==> src/rtl/apb_cfg_seq.sv <==
// apb_cfg_seq: replays a parameterised APB write table after reset or start, optionally reading each entry back.
module apb_cfg_seq #(
   parameter int NUM_REGS = 5,
   parameter int ADDR_W = 8,
   parameter int DATA_W = 32,
   parameter logic [NUM_REGS*ADDR_W-1:0] INIT_ADDR = '0,
   parameter logic [NUM_REGS*DATA_W-1:0] INIT_DATA = '0,
   parameter int VERIFY = 0,
   parameter int TIMEOUT = 255,
   parameter int AUTO_START = 1
) (
   input  logic              pclk,
   input  logic              presetn,
   input  logic              start,
   input  logic              pready,
   input  logic              pslverr,
   input  logic [DATA_W-1:0] prdata,
   output logic              pselx,
   output logic              penable,
   output logic              pwrite,
   output logic [ADDR_W-1:0] paddr,
   output logic [DATA_W-1:0] pwdata,
   output logic              config_done,
   output logic              config_err,
   output logic [1:0]        err_code,
   output logic [4:0]        err_index
);
   typedef enum logic [2:0] {IDLE, GAP, SETUP, ACCESS, RD_SETUP, RD_ACCESS, DONE, ERROR} state_t;
   localparam logic [4:0] LAST = 5'(NUM_REGS - 1);
   localparam logic [9:0] TMO = 10'(TIMEOUT);
   state_t state, state_n;
   logic [4:0] idx, idx_n;
   logic [9:0] wcnt, wcnt_n;
   logic [1:0] code, code_n;
   logic wr_d, en_d, bus_d;
   logic [ADDR_W-1:0] addr_d;
   logic [DATA_W-1:0] data_d;

   // Outputs are registered from the next state so they line up with the state they describe.
   always_ff @(posedge pclk)
      if (presetn) begin
         state <= IDLE;
         idx <= '0;
         wcnt <= '0;
         code <= '0;
         pselx <= 1'b0;
         penable <= 1'b0;
         pwrite <= 1'b0;
         paddr <= '0;
         pwdata <= '0;
         config_done <= 1'b0;
         config_err <= 1'b0;
         err_code <= '0;
         err_index <= '0;
      end else begin
         state <= state_n;
         idx <= idx_n;
         wcnt <= wcnt_n;
         code <= code_n;
         pselx <= bus_d;
         penable <= en_d;
         pwrite <= wr_d;
         paddr <= addr_d;
         pwdata <= data_d;
         config_done <= state_n == DONE;
         config_err <= state_n == ERROR;
         err_code <= state_n == ERROR ? code_n : 2'b00;
         err_index <= state_n == ERROR ? idx_n : 5'd0;
      end

   always_comb begin
      state_n = state;
      idx_n = idx;
      wcnt_n = wcnt;
      code_n = code;
      case (state)
         IDLE:
            if (AUTO_START != 0 || start) begin
               state_n = GAP;
               idx_n = '0;
            end
         GAP: state_n = SETUP;
         SETUP: begin
            state_n = ACCESS;
            wcnt_n = '0;
         end
         RD_SETUP: begin
            state_n = RD_ACCESS;
            wcnt_n = '0;
         end
         ACCESS, RD_ACCESS:
            if (!pready) begin
               if (wcnt == TMO) begin
                  state_n = ERROR;
                  code_n = 2'b10;
               end else
                  wcnt_n = wcnt + 10'd1;
            end else if (pslverr) begin
               state_n = ERROR;
               code_n = 2'b01;
            end else if (state == RD_ACCESS && prdata != INIT_DATA[idx*DATA_W +: DATA_W]) begin
               state_n = ERROR;
               code_n = 2'b11;
            end else if (state == ACCESS && VERIFY != 0)
               state_n = RD_SETUP;
            else if (idx == LAST)
               state_n = DONE;
            else begin
               idx_n = idx + 5'd1;
               state_n = GAP;
            end
         default:
            if (start) begin
               state_n = GAP;
               idx_n = '0;
               code_n = '0;
            end
      endcase
   end

   always_comb begin
      wr_d = state_n == SETUP || state_n == ACCESS;
      en_d = state_n == ACCESS || state_n == RD_ACCESS;
      bus_d = wr_d || state_n == RD_SETUP || state_n == RD_ACCESS;
      addr_d = bus_d ? INIT_ADDR[idx_n*ADDR_W +: ADDR_W] : '0;
      data_d = wr_d ? INIT_DATA[idx_n*DATA_W +: DATA_W] : '0;
   end
endmodule

==> config.mk <==
export PLATFORM = sky130hd
export DESIGN_NAME = apb_cfg_seq
export DESIGN_NICKNAME = d
export VERILOG_FILES = /design/src/rtl/apb_cfg_seq.sv
export SDC_FILE = /design/constraint.sdc
export NUM_CORES = 1
export LEC_CHECK = 0
export CORE_AREA = 4 4 57 98
export DETAILED_ROUTE_END_ITERATION = 12
export DIE_AREA = 0 0 61 102
export PLACE_DENSITY = 0.79
export SKIP_LAST_GASP = 1
export SLEW_MARGIN = 5
export SYNTH_ARGS = -nofsm -noshare
export SYNTH_HDL_FRONTEND = slang
export SYNTH_SLANG_ARGS = --single-unit
==> constraint.sdc <==
create_clock -name pclk -period 2.4 [get_ports pclk]
set_input_delay 0.36 -clock pclk [delete_from_list [all_inputs] [get_ports pclk]]
set_output_delay 0.36 -clock pclk [all_outputs]
set_load 0.005 [all_outputs]
### Yosys cells after proc, flatten, opt, wreduce, memory -nomap -nowiden

Index checks and enable logic that the tools add are counted.

| cells by class | value |
|---|---|
| multipliers | 0 |
| add/sub/neg operators | 2 |
| shift-type cells | 3 |
| order comparisons | 0 |
| reduce and logical (&&, ||, !) cells | 15 |
| div/mod/pow operators | 0 |
| bitwise logic cells | 3 |
| equality and inequality tests | 16 |
| muxes and demuxes | 22 |

Operator list:

| kind | number |
|---|---|
| variable part select 160 x 11 -> 32 bit, first input constant | 2 |
| variable part select 40 x 9 -> 8 bit, first input constant | 1 |
| inequality test 32 bit | 1 |
| two-way mux 5 bit | 5 |
| two-way mux 10 bit | 2 |
| one-hot mux 10 bit (2 select lines) | 1 |
| equality test 3 bit, second input constant | 6 |
| two-way mux 3 bit | 6 |
| one-hot mux 3 bit (5 select lines) | 1 |
| one-hot mux 5 bit (3 select lines) | 1 |
| equality test 3 x 2 -> 1 bit, second input constant | 4 |
| adder 10 x 1 -> 10 bit, second input constant | 1 |
| equality test 10 x 8 -> 1 bit, second input constant | 1 |
| two-way mux 2 bit | 5 |
| OR reduction 2 bit | 5 |
| adder 5 x 1 -> 5 bit, second input constant | 1 |
| equality test 5 x 3 -> 1 bit, second input constant | 1 |
| logical OR 1 bit | 4 |
| inequality test 2 bit, second input constant | 2 |
| one-hot mux 2 bit (2 select lines) | 1 |
| OR reduction 4 bit | 1 |
| equality test 3 x 1 -> 1 bit, second input constant | 1 |
| zero test 3 bit | 1 |
| NOT 1 bit | 3 |
| other kinds (4) | 4 |

| word-level totals | value |
|---|---|
| bits in read-only memories | 0 |
| memories | 0 |
| output and inout bits | 52 |
| flip-flop bits (word level) | 72 |
| logic and storage cells | 74 |
| bits in writable memories | 0 |
| bits in latches | 0 |

### Longest topological paths before layout

| logic depth | value |
|---|---|
| depth in word-level cells | 13 |
| depth in mapped cells | 9 |
| gate-level depth less buffers | 8 |

### Least setup slack after synthesis

Ideal clock, no wire load.

| timing path | value |
|---|---|
| kind | register to register |
| from | register wcnt[0] |
| to | register err_index[0] |
| period minus slack after synthesis | 2.168 ns |
| stages on the path, launching flop included | 9 |
| setup slack | 0.232 ns |
| library setup time | 0.100 ns |
| data arrival time | 2.069 ns |
| path buffers | 1 |
| path through | dfxtp_1 ha_1 and4bb_1 a31oi_1 a221o_1 a31o_2 nand4bb_1 buf_2 a2111oi_4 |

| between the ends | value |
|---|---|
| cells in the longest elaborated chain, start to end | 7 |

RTL lines:

| element | line | RTL |
|---|---|---|
| start: declaration | 33 | `logic [9:0] wcnt, wcnt_n;` |
| start signal: assignment | 58 | `wcnt <= wcnt_n;` |
| equality test 10 x 8 -> 1 bit | 93 | `if (wcnt == TMO) begin` |
| two-way mux 3 bit | 93 |  |
| two-way mux 3 bit | 92 | `if (!pready) begin` |
| one-hot mux 3 bit (5 select lines) | 76 | `case (state)` |
| equality test 3 bit | 68 | `err_index <= state_n == ERROR ? idx_n : 5'd0;` |
| NOT 1 bit (no line) | n/a |  |
| OR reduction 2 bit (no line) | n/a |  |
| end signal: assignment | 68 |  |
| end: declaration | 26 | `output logic [4:0] err_index` |

Every way passes these cells.
A chain may end at the register's enable or synchronous reset.

### Worst setup path in the final report

Same ends and word-level chain as after synthesis.

==> flow_summary.toml <==
[global_route]
antenna_found_initial = 0
grt_first_pass_wirelength_um = 7360
globalRouteOverflowTotal = 0
grt_util_overall = 0.153
first_global_vias = 1745
maximum_number_of_pins_on_one_net_before_global_route_repair = 13

[critical_path]
worstPathArrival_ns = 2.42
endpoint = "err_index[0]$_SDFF_PP0_"
setup.worst_path.end_class = "register"
cpPeakStageDelay_ns = 0.38
reg2reg_to = "err_index[0]$_SDFF_PP0_"
kind_of_start_point_of_the_critical_path = "register"
timing.critical_path.cells = "ha_2, and4bb_2, a31oi_1, a221o_1, a31o_2, nand4bb_4, a2111oi_4"
worst-r2r-setup-slack_ns = 0.16
worst_r2r_startpoint = "wcnt[0]$_SDFFE_PP0P_"
worst_path_max_delay_cell = "sky130_fd_sc_hd__dfxtp_1"
crit_fanout = 4
critical_path_required_time_ns = 2.59
critPathLaunch = "wcnt[0]$_SDFFE_PP0P_"
critical_path_class = "register to register"
worst_r2r_path_depth = 7

[power_and_ir_drop]
leakage_nw = 1.04
power.sequential.fraction = 0.455
max-vdd-ir-drop_v = 0.000412
p_per_area_nw_per_um2 = 476
combPwrFrac = 0.189
netSwitchingPower_w = 0.000305
switching_share = 0.248
clock_power_share = 0.356
p_int_w = 0.000925

[floorplanning]
design.core.area_um2 = 4850
io-pin-count = 89
floorplan.initialDensity = 0.405
floorplan.rows = 34
die_h_um = 102
die_area_um2 = 6220
dieWidth_um = 61

[logic_synthesis]
synthXorXnorAreaFrac = 0.0267
synthCells = 236
synth_edf_count = 0
count_of_state_elements_after_synthesis = 32
synthSimpleGateAreaFrac = 0.251
avgSynthCellArea_um2 = 8.33
synthesis.yosys.warnings = 0
post_synthesis_mux_area_share = 0.00573
synth_seq_area_share = 0.326
synth_area_leader_cell = "sky130_fd_sc_hd__dfxtp_1"
post_synth_instance_area_um2 = 1970
async_flop_share = 0
synth.top_cell.area_share = 0.326
synth_area_leaders = "sky130_fd_sc_hd__dfxtp_1 (33%), sky130_fd_sc_hd__buf_4 (16%), sky130_fd_sc_hd__nor2_1 (5.0%)"
synth_fa_ha_area_frac = 0.0191
synthFlopType = "sky130_fd_sc_hd__dfxtp_1"
synth_cell_type_count = 46
combinational_family_with_the_most_area_after_synthesis = "simple AND/OR/NAND/NOR gates"
synth_compound_gate_area_share = 0.184

[final_layout]
antenna-diode-count = 0
layout-area-overhead-vs-synth_pct = 31.4
fin_util = 0.533
drive_gt1_frac = 0.124
nets = 339
layout.filler_cells = 460

[clock_network]
cts-hold-fix-buffers = 0
cts_root_buf = "sky130_fd_sc_hd__clkbuf_8"
clock_insertion_delay_worst_skew_ns = 0.28
tritoncts.num_buffers = 5
tritoncts = "built"
clock_transition_at_path_regs_ns = 0.06
clock_tree.htree_level_count = 2
clkSinkCount = 32
cts-root-to-sink-buffers = 2

[place]
globalplace.congestion = 0.889
dp_hpwl_um = 3720
io_buffer_count = 48

[drt]
wire_length_per_cell_after_detailed_routing_um = 13.2
postRouteAntennaNets = 0
drtPass1Iterations = 4
detail_route.wirelength_um = 4660
detailroute.via_count = 1798
drt_drc_violations_left = 0
viasPerCell = 5.09
first_iter_violations = 29

[timing]
grt_setup_unrepaired = "false"
timing.max_slew.rel_slack = 0.610
fin_crit_sh = 0.931
final-max-slew-violation-count = 0
worst_slew_pin_slew_ns = 0.584
fin_skew_ns = 0.00707
final.setup.tns_ns = 0
final-hold-violation-count = 0
max_freq_mhz = 447
setup_failing_eps_final = 0
fin_crit_period_ns = 2.24

[min_path]
hold_path.class = "register to register"
worst_hold_path.num_cells = 2

[run_status]
run_status = "complete, no violations"

[job]
max_capacitance_violation_total = 0
==> repair_timing <==
action	in CTS	in global routing
gates resized for setup	0	5
setup endpoints to repair	0	7
buffers inserted	0	0
==> power groups by stage <==
| stage | Sequential [W] | Clock (W) | Combinational, W |
|---|---|---|---|
| 2_1_floorplan | 0.000560 | 0 | 0.000162 |
| 3_3_place_gp | 0.000570 | 0 | 0.000220 |
| 3_5_place_dp | 0.000571 | 0 | 0.000225 |
| 4_1_cts | 0.000559 | 0.000448 | 0.000227 |
| 5_1_grt | 0.000562 | 0.000468 | 0.000257 |
| 6_report | 0.000559 | 0.000438 | 0.000232 |
==> cells in the mapped netlist (3+ instances only) <==
cell type                  instances
sky130_fd_sc_hd__a211oi_1          4
sky130_fd_sc_hd__a21oi_1           9
sky130_fd_sc_hd__a31o_2            3
sky130_fd_sc_hd__and2_1            5
sky130_fd_sc_hd__and3_1            5
sky130_fd_sc_hd__buf_2             4
sky130_fd_sc_hd__buf_4            41
sky130_fd_sc_hd__clkbuf_1          5
sky130_fd_sc_hd__dfxtp_1          32
sky130_fd_sc_hd__ha_1              3
sky130_fd_sc_hd__inv_1             5
sky130_fd_sc_hd__nand2_1          17
sky130_fd_sc_hd__nand3_1           6
sky130_fd_sc_hd__nand4_1           3
sky130_fd_sc_hd__nor2_1           26
sky130_fd_sc_hd__nor2b_1           4
sky130_fd_sc_hd__nor4_1           10
sky130_fd_sc_hd__o21ai_0           9
sky130_fd_sc_hd__o31ai_1           3
sky130_fd_sc_hd__or3_1             4
sky130_fd_sc_hd__xor2_1            6
==> layout make-up <==
type	count	area, um^2	share of cell area
Sequential cell	32	641	0.248
Tap cell	54	67.6	0.0262
Inverter	5	18.8	0.00726
Multi-Input combinational cell	188	1130	0.439
Clock buffer	7	96.3	0.0373
Timing Repair Buffer	67	627	0.243
==> logic make-up after synthesis <==
kind of cell,Yosys count
AOI/OAI and AO/OA,46
xor gates and xnor gates,6
adders and majority gates,3
buffers and inverters,55
DFF,32
muxes,1
other,1
and+or+nand+nor,92
==> stage by stage <==
stage | setup WS, ns | hold slack (ns) | area, um^2 | std cells | power (W)
floorplan | 0.232 | 0.436 | 2110 | 275 | 0.000721
global placement | 0.0193 | 0.465 | 2460 | 346 | 0.000790
detailed placement | -0.0404 | 0.482 | 2460 | 346 | 0.000795
CTS | 0.0846 | 0.494 | 2550 | 353 | 0.00123
global route | 0.0561 | 0.535 | 2580 | 353 | 0.00129
finish | 0.165 | 0.489 | 2580 | 353 | 0.00123
==> registers in the layout, indices dropped and copies added, names as in the netlist <==
register,cells
code,2
config_done,1
config_err,1
err_code,2
err_index,5
idx,5
penable,1
pselx,1
pwrite,1
state,3
wcnt,10
==> layer usage <==
| metal | routed length [um] | track usage | up-vias | part of all wire |
|---|---|---|---|---|
| met5 | 0 | 0 | - | 0 |
| met3 | 321 | 0.0379 | 8 | 0.069 |
| met2 | 2600 | 0.292 | 65 | 0.56 |
| met4 | 97 | 0.0551 | 0 | 0.021 |
| li1 | - | - | 884 | - |
| met1 | 1640 | 0.153 | 841 | 0.35 |
==> worst max-delay path: cells and delay by family, from the launching register on <==
kind                       cells  cell delay [ns]
AOI/OAI and AO/OA              4             0.99
and+or+nand+nor                2             0.55
DFF                            1             0.38
adders and majority gates      1             0.22
==> worst min-delay path by stage <==
stage                         start                    to  slack [ns]
6_report       wcnt[9]$_SDFFE_PP0P_  wcnt[9]$_SDFFE_PP0P_        0.49
3_5_place_dp   wcnt[9]$_SDFFE_PP0P_  wcnt[9]$_SDFFE_PP0P_        0.48
3_3_place_gp   wcnt[9]$_SDFFE_PP0P_  wcnt[9]$_SDFFE_PP0P_        0.46
4_1_cts        wcnt[6]$_SDFFE_PP0P_  wcnt[6]$_SDFFE_PP0P_        0.49
5_1_grt        wcnt[8]$_SDFFE_PP0P_  wcnt[8]$_SDFFE_PP0P_        0.53
2_1_floorplan               presetn   state[2]$_SDFF_PP0_        0.44
==> cell usage in the layout (no fill, tap or decap), types with 2 or more instances in the layout <==
cell,instances
sky130_fd_sc_hd__inv_1,5
sky130_fd_sc_hd__nand2_1,17
sky130_fd_sc_hd__clkdlybuf4s50_1,48
sky130_fd_sc_hd__and2_1,5
sky130_fd_sc_hd__a211oi_1,4
sky130_fd_sc_hd__nor2b_1,4
sky130_fd_sc_hd__and3_1,5
sky130_fd_sc_hd__ha_1,2
sky130_fd_sc_hd__clkbuf_8,7
sky130_fd_sc_hd__a2111oi_0,2
sky130_fd_sc_hd__dfxtp_1,32
sky130_fd_sc_hd__o31ai_1,3
sky130_fd_sc_hd__xor2_1,6
sky130_fd_sc_hd__a21oi_1,9
sky130_fd_sc_hd__a31oi_1,2
sky130_fd_sc_hd__nor2_1,26
sky130_fd_sc_hd__o21bai_1,2
sky130_fd_sc_hd__conb_1,40
sky130_fd_sc_hd__or3_1,4
sky130_fd_sc_hd__and3b_1,2
sky130_fd_sc_hd__a31o_2,3
sky130_fd_sc_hd__buf_4,18
sky130_fd_sc_hd__a41o_1,2
sky130_fd_sc_hd__nand3_1,6
sky130_fd_sc_hd__and4_1,2
sky130_fd_sc_hd__o21ai_0,9
sky130_fd_sc_hd__nor4_1,10
sky130_fd_sc_hd__nand4_1,3
(Power assumes the default switching activity.)
